## config.mk

```make
export PLATFORM = sky130hd
export DESIGN_NAME = tdm_burst_reader
export DESIGN_NICKNAME = d
export VERILOG_FILES = /design/src/rtl/tdm_pkg.sv /design/src/rtl/tdm_skid.sv /design/src/rtl/tdm_burst_reader.sv
export SDC_FILE = /design/constraint.sdc
export NUM_CORES = 1
export LEC_CHECK = 0
export CORE_MARGIN = 10
export CORE_UTILIZATION = 49
export CTS_BUF_LIST = sky130_fd_sc_hd__clkbuf_8
export DETAILED_ROUTE_END_ITERATION = 10
export PLACE_DENSITY = 0.92
export SETUP_SLACK_MARGIN = 0.1
export SYNTH_ARGS = -nofsm -noshare
export SYNTH_HDL_FRONTEND = slang
export SYNTH_SLANG_ARGS = --single-unit
export TNS_END_PERCENT = 30
```

## constraint.sdc

```tcl
create_clock -name clk -period 3.34 [get_ports clk]
set_clock_uncertainty 0.2 [all_clocks]
set_input_delay 0.501 -clock clk [delete_from_list [all_inputs] [get_ports clk]]
set_output_delay 0.501 -clock clk [all_outputs]
set_load 0.1 [all_outputs]
```

## src/rtl/tdm_pkg.sv

```systemverilog
// tdm_pkg: shared types for the TDM burst reader
//   state_t      : reader FSM states
//   skid_entry_t : one buffered output word with its channel tag and burst flags;
//                  data/chan are sized for the widest supported configuration
package tdm_pkg;
   localparam int TDM_DATA_MAX = 32;
   localparam int TDM_CHAN_MAX = 8;
   typedef enum logic [1:0] {IDLE, SELECT, READ, DRAIN} state_t;
   typedef struct packed {
      logic [TDM_DATA_MAX-1:0] data;
      logic [TDM_CHAN_MAX-1:0] chan;
      logic                    sof;
      logic                    eof;
   } skid_entry_t;
endpackage

```

## src/rtl/tdm_skid.sv

```systemverilog
// tdm_skid: 2-entry valid/ready skid buffer, head entry drives the outputs
//   push/din  : write one entry this cycle
//   ready     : downstream accepts head when valid
//   valid     : head entry present
//   head      : oldest entry
//   occ       : number of stored entries (0..2)
module tdm_skid
   import tdm_pkg::*;
(
   input  logic        clk,
   input  logic        rst_n,
   input  logic        push,
   input  skid_entry_t din,
   input  logic        ready,
   output logic        valid,
   output skid_entry_t head,
   output logic [1:0]  occ
);
   skid_entry_t e0_q, e0_d, e1_q, e1_d;
   logic [1:0]  cnt_q, cnt_d;
   logic        pop;
   always_comb begin
      pop   = (cnt_q != 2'd0) && ready;
      cnt_d = cnt_q + 2'(push) - 2'(pop);
      // head refills from the second slot when full, else straight from the incoming word
      e0_d  = (pop && cnt_q == 2'd2) ? e1_q : ((pop || cnt_q == 2'd0) && push) ? din : e0_q;
      e1_d  = (push && cnt_d == 2'd2) ? din : e1_q;
   end
   always_ff @(posedge clk or negedge rst_n)
      if (!rst_n) begin
         e0_q  <= '0;
         e1_q  <= '0;
         cnt_q <= '0;
      end else begin
         e0_q  <= e0_d;
         e1_q  <= e1_d;
         cnt_q <= cnt_d;
      end
   assign valid = cnt_q != 2'd0;
   assign head  = e0_q;
   assign occ   = cnt_q;
endmodule

```

## src/rtl/tdm_burst_reader.sv

```systemverilog
// tdm_burst_reader: round-robin TDM reader moving bursts from channel FIFOs to one stream
//   fifo_count : per-channel occupancy, sampled only in SELECT
//   fifo_ren   : one-hot read strobe, data returns on fifo_dout one cycle later
//   tx_*       : valid/ready output stream with channel tag and burst sof/eof
module tdm_burst_reader
   import tdm_pkg::*;
#(
   parameter int NCH       = 4,
   parameter int WIDTH     = 8,
   parameter int BURST_LEN = 4,
   parameter int CNT_W     = 5
)(
   input  logic                   clk,
   input  logic                   rst_n,
   input  logic [NCH*CNT_W-1:0]   fifo_count,
   output logic [NCH-1:0]         fifo_ren,
   input  logic [NCH*WIDTH-1:0]   fifo_dout,
   output logic                   tx_valid,
   input  logic                   tx_ready,
   output logic [WIDTH-1:0]       tx_data,
   output logic [$clog2(NCH)-1:0] tx_chan,
   output logic                   tx_sof,
   output logic                   tx_eof
);
   localparam int CHW = $clog2(NCH);
   localparam int LW  = $clog2(BURST_LEN + 1);
   state_t         state_q, state_d;
   logic [CHW-1:0] slot_q, slot_d, slot_nxt;
   logic [LW-1:0]  len_q, len_d, iss_q, iss_d, rcv_q, rcv_d;
   logic           infl_q, infl_d;
   logic [CNT_W-1:0] cnt;
   logic           pop, rd;
   logic [1:0]     occ;
   skid_entry_t    push_e, head;
   logic           unused_head;
   always_comb begin
      cnt         = fifo_count[slot_q*CNT_W +: CNT_W];
      pop         = tx_valid && tx_ready;
      // skid + in-flight after this cycle's pop must stay below 2 so a returning word always fits
      rd          = state_q == READ && iss_q != len_q && 3'(occ) + 3'(infl_q) < 3'd2 + 3'(pop);
      fifo_ren    = rd ? NCH'(1) << slot_q : '0;
      slot_nxt    = slot_q == CHW'(NCH - 1) ? '0 : slot_q + 1'b1;
      push_e      = '0;
      push_e.data = TDM_DATA_MAX'(fifo_dout[slot_q*WIDTH +: WIDTH]);
      push_e.chan = TDM_CHAN_MAX'(slot_q);
      push_e.sof  = rcv_q == '0;
      push_e.eof  = rcv_q + 1'b1 == len_q;
      state_d     = state_q;
      slot_d      = slot_q;
      len_d       = len_q;
      iss_d       = iss_q + LW'(rd);
      rcv_d       = rcv_q + LW'(infl_q);
      infl_d      = rd;
      case (state_q)
         IDLE:   state_d = SELECT;
         SELECT: begin
            len_d = (32'(cnt) > BURST_LEN) ? LW'(BURST_LEN) : LW'(cnt);
            iss_d = '0;
            rcv_d = '0;
            if (len_d == '0) slot_d = slot_nxt;
            else state_d = READ;
         end
         READ:   if (iss_d == len_q) state_d = DRAIN;
         DRAIN:  if (pop && head.eof) begin
            state_d = SELECT;
            slot_d  = slot_nxt;
         end
         default: state_d = IDLE;
      endcase
   end
   always_ff @(posedge clk or negedge rst_n)
      if (!rst_n) begin
         state_q <= IDLE;
         slot_q  <= '0;
         len_q   <= '0;
         iss_q   <= '0;
         rcv_q   <= '0;
         infl_q  <= 1'b0;
      end else begin
         state_q <= state_d;
         slot_q  <= slot_d;
         len_q   <= len_d;
         iss_q   <= iss_d;
         rcv_q   <= rcv_d;
         infl_q  <= infl_d;
      end
   tdm_skid u_skid (
      .clk   (clk),
      .rst_n (rst_n),
      .push  (infl_q),
      .din   (push_e),
      .ready (tx_ready),
      .valid (tx_valid),
      .head  (head),
      .occ   (occ)
   );
   assign tx_data     = head.data[WIDTH-1:0];
   assign tx_chan     = head.chan[CHW-1:0];
   assign tx_sof      = head.sof;
   assign tx_eof      = head.eof;
   assign unused_head = ^{head.data, head.chan};
endmodule
```

==> key figures <==
STA
  • Tmin final: 3.03 ns
  • Max_slew headroom: 39.0%
  • Measured slew at the worst slew-check pin: approximately 0.91 ns
  • Setup repair after global routing missed its margin: no
  • Smallest hold slack: approximately 0.14 ns
  • Setup tns final: 0 ns
  • Final setup violation count: 0
  • Count of final hold-check violations: 0
  • Achievable Freq: ~0.33 GHz
  • Fin crit share: approximately nine tenths
  • Max-slew violation count: 0

Synthesis
  • Most frequent cells after synthesis: sky130_fd_sc_hd__dfrtp_1, sky130_fd_sc_hd__inv_1, sky130_fd_sc_hd__ha_1, sky130_fd_sc_hd__mux2_2, sky130_fd_sc_hd__xnor2_1
  • Area share of the largest cell type after synthesis: 41.4%
  • Average instance area after synthesis: roughly 12 um^2
  • Post-synthesis instance area: about 0.0024 mm^2
  • Commonest register cell after synthesis: sky130_fd_sc_hd__dfrtp_1
  • Leading cell type by number of instances after synthesis: sky130_fd_sc_hd__dfrtp_1
  • Net Count, Synth: about 280
  • #FFs+latches synth: 40
  • Yosys Warn Count: 0
  • Fraction of registers with async set or reset after synthesis: 100%
  • Cell accounting for the most synthesized area: sky130_fd_sc_hd__dfrtp_1
  • Number of enable-type register cells in the synthesized netlist: 0
  • Count of mapped cells out of synthesis: ~210
  • Biggest area contributors in the synthesized netlist: sky130_fd_sc_hd__dfrtp_1, sky130_fd_sc_hd__ha_1, sky130_fd_sc_hd__mux4_2
  • Share of the yosys chip area belonging to registers: 41.4%
  • Number of distinct library cell variants in the gate-level netlist after synthesis: around 40

Placement
  • Final HPWL from detailed placement: around 5 mm
  • Routability congestion estimate: ~0.79
  • Cell count after placement: around 340
  • Count of input and output buffers: 71
  • Cell area after placement: 0.00320 mm^2

Pwr
  • Clock network fraction of design power: about 24%
  • Power Dens Cells: 411 mW/mm^2
  • Share of power burned in combinational logic: a little over a third
  • Highest ir drop seen on vdd: about 0.44 mV
  • Part of the total power dissipated in sequential elements: roughly two fifths
  • Internal power: approximately 840 uW
  • Leakage power total: roughly 1.6 nW
  • Reported net switching power: 513 uW
  • Fraction of power spent switching nets: between 30% and 40%

Final layout
  • Share of post-route cells with drive strength above 1: a little under 20%
  • Area growth from synthesis to layout: 36.7%
  • Ant. Diodes: 0
  • Number of filler cells placed in the layout: 361
  • Cell area after layout: 0.00330 mm^2
  • Utilization after layout: 69.4%
  • Final Net Count: between 300 and 400
  • Post-route non-filler standard cell count: ~350

Routing
  • Routed via count: about 2000
  • DR DRC count: 0
  • First DRT Iteration DRCs: 93
  • Mean routed wirelength per cell: between 15 and 20 um
  • Remaining antenna violation count: 0
  • Routed WL: 6.43 mm
  • Post-DR vias/cell: 5.57
  • First-pass iteration count of the detailed router: 6

Setup path
  • Series of cell instances along the critical path: clkdlybuf4s50_1 > o21ai_0 > o21ai_0 > nand3b_1 > a31oi_2 > ha_1 > ha_1 > xnor2_1 > xor2_1 > a41oi_1 > a21oi_1 > mux2i_1
  • Biggest cell delay along the critical path: ~0.57 ns
  • Data arrival time of the critical path: about 3 ns
  • Critical path class: in2reg
  • Critical Path Fanout Max: 6
  • Startpoint Class: input port
  • Type of destination of the critical path: register
  • Critical Path Slowest Stage Cell: sky130_fd_sc_hd__clkdlybuf4s50_1
  • Req. time, crit path: between 3 and 4 ns

Global routing
  • Pin count of the biggest net entering global routing: 41
  • Via count of the first global-routing pass: 2017
  • Overall Global Routing Usage: 15.8%
  • First-pass GRT wire length: approximately 11 mm
  • Remaining global-route overflow: 0
  • Initial antenna violation count: 0

Die
  • Core region area: approximately 0.0048 mm^2
  • Count of standard-cell rows: 25
  • Die Y: 90.2 um
  • Die footprint: 0.00814 mm^2
  • Floorplan die width: ~90 um
  • Starting density of the core: 50.8%
  • Number of placed I/O pins: between 70 and 80

Outcome
  • Outcome: finished clean

Job
  • Max-cap violations: 0

Clock tree
  • Insertion delay to the later sink of the worst-skew pair: slightly below 0.3 ns
  • Number of hold buffers added after CTS: 0
  • CTS Sinks: 40
  • Clock buffer count from CTS: 5
  • TritonCTS clock tree: yes
  • Maximum count of clock buffers along a single path: 2
  • Clock edge transition at the registers on the reported setup and hold paths: 0.08 ns
  • Number of H-tree branching levels: 2
  • Clock Tree Root: sky130_fd_sc_hd__clkbuf_8

Min path
  • Worst Hold Class: in2async
## worst max-delay path: cells and delay by family
kind	cells	cell delay, ns
buffers and inverters	1	0.57
XOR/XNOR	2	0.37
multiplexers	1	0.25
adder cells (fa/ha/maj)	2	0.32
AO/OA/AOI/OAI	5	0.92
AND/OR/NAND/NOR	1	0.11
## worst paths after layout
| check | from | end | slack [ns] | cells after the start |
|---|---|---|---|---|
| hold reg to reg | u_skid.e1_q[14] | u_skid.head[14] | 0.29 | 2 |
| min in group clk | u_skid.e1_q[14] | u_skid.head[14] | 0.29 | 2 |
| setup reg to reg | infl_q | state_q[1] | 0.33 | 12 |
| setup / recovery | tx_ready | state_q[1] | 0.31 | 12 |
| hold / removal | rst_n | iss_q[2] | 0.14 | 1 |
| max in group asynchronous | rst_n | u_skid.head[17] | 2.25 | 1 |
## registers in the layout, summed over array words and instances, names as in the netlist
name and flops:
u_skid.e1_q 12, infl_q 1, rcv_q 3, len_q 3, iss_q 3, state_q 2
u_skid.occ 2, u_skid.head 12, slot_q 2
## routing by layer
| layer | wire, um | share of wire (%) | vias to the layer above | track usage, % |
|---|---|---|---|---|
| met5 | 0 | 0 | - | 0 |
| met4 | 106 | 1.6 | 0 | 5.04 |
| met3 | 381 | 5.9 | 11 | 5.40 |
| met2 | 3350 | 52 | 71 | 28.3 |
| met1 | 2580 | 40 | 961 | 17.0 |
| li1 | - | - | 913 | - |
## kinds of logic (layout without fill, tap and decap cells)
family                   Yosys count  in the layout  share of synthesized area (%)
AO/OA/AOI/OAI                     40             40                           12.4
XOR/XNOR                          14             14                           5.08
adder cells (fa/ha/maj)           17             17                           8.80
buffers and inverters             33            108                           5.70
flip-flops                        40             40                           41.4
multiplexers                      27             27                           18.0
AND/OR/NAND/NOR                   38             38                           8.60
## power by group through the flow
stage	Clock [mW]	Combinational (mW)	Sequential, mW
3_3_place_gp	0	0.461	0.562
3_5_place_dp	0	0.472	0.565
4_1_cts	0.339	0.478	0.555
2_1_floorplan	0	0.185	0.692
5_1_grt	0.359	0.507	0.563
6_report	0.329	0.474	0.555
## stage by stage
stage / setup WS (ns) / power [mW]
finish: 0.305 / 1.36
global route: 0.129 / 1.43
CTS: 0.273 / 1.37
detailed placement: 0.144 / 1.04
global placement: 0.279 / 1.02
floorplan: 0.539 / 0.876
## cell usage in the layout, fill, tap and decap left out, types with 2 or more instances in the layout
| cell type | synthesis | layout |
|---|---|---|
| sky130_fd_sc_hd__inv_1 | 24 | 25 |
| sky130_fd_sc_hd__clkdlybuf4s50_1 | 0 | 53 |
| sky130_fd_sc_hd__dfrtp_1 | 40 | 40 |
| sky130_fd_sc_hd__nand2_1 | 6 | 6 |
| sky130_fd_sc_hd__ha_1 | 17 | 17 |
| sky130_fd_sc_hd__a222oi_1 | 9 | 9 |
| sky130_fd_sc_hd__o22ai_1 | 3 | 3 |
| sky130_fd_sc_hd__nor2_1 | 9 | 9 |
| sky130_fd_sc_hd__xor2_1 | 2 | 2 |
| sky130_fd_sc_hd__mux4_1 | 3 | 3 |
| sky130_fd_sc_hd__nor2b_1 | 5 | 5 |
| sky130_fd_sc_hd__buf_12 | 0 | 4 |
| sky130_fd_sc_hd__o211ai_1 | 2 | 2 |
| sky130_fd_sc_hd__nor3_1 | 2 | 2 |
| sky130_fd_sc_hd__xnor2_1 | 12 | 12 |
| sky130_fd_sc_hd__o21a_1 | 3 | 3 |
| sky130_fd_sc_hd__a21oi_1 | 7 | 7 |
| sky130_fd_sc_hd__o21ai_0 | 6 | 6 |
| sky130_fd_sc_hd__and2_1 | 5 | 5 |
| sky130_fd_sc_hd__a31oi_1 | 3 | 2 |
| sky130_fd_sc_hd__mux2i_1 | 3 | 3 |
| sky130_fd_sc_hd__o2bb2ai_1 | 2 | 2 |
| sky130_fd_sc_hd__clkbuf_8 | 0 | 6 |
| sky130_fd_sc_hd__mux4_2 | 8 | 8 |
| sky130_fd_sc_hd__mux2_2 | 13 | 13 |
| sky130_fd_sc_hd__nor4_1 | 2 | 2 |
| sky130_fd_sc_hd__buf_4 | 0 | 17 |
## repair_timing
action                                  4_1_cts  5_1_grt
buffers inserted                              0        0
endpoints found under the setup margin        0        1
gates resized for setup                       0        1
## cell type report
type	count	area [um^2]	share of cell area (%)
sequential	40	1000	30.3
tap	67	83.8	2.54
timing repair buffer	75	743	22.5
clock buffer	6	82.6	2.50
multi-input combinational	136	1280	38.9
clock inverter	2	11.3	0.341
inverter	25	96.3	2.92
Power figures use the tool's default switching activity.
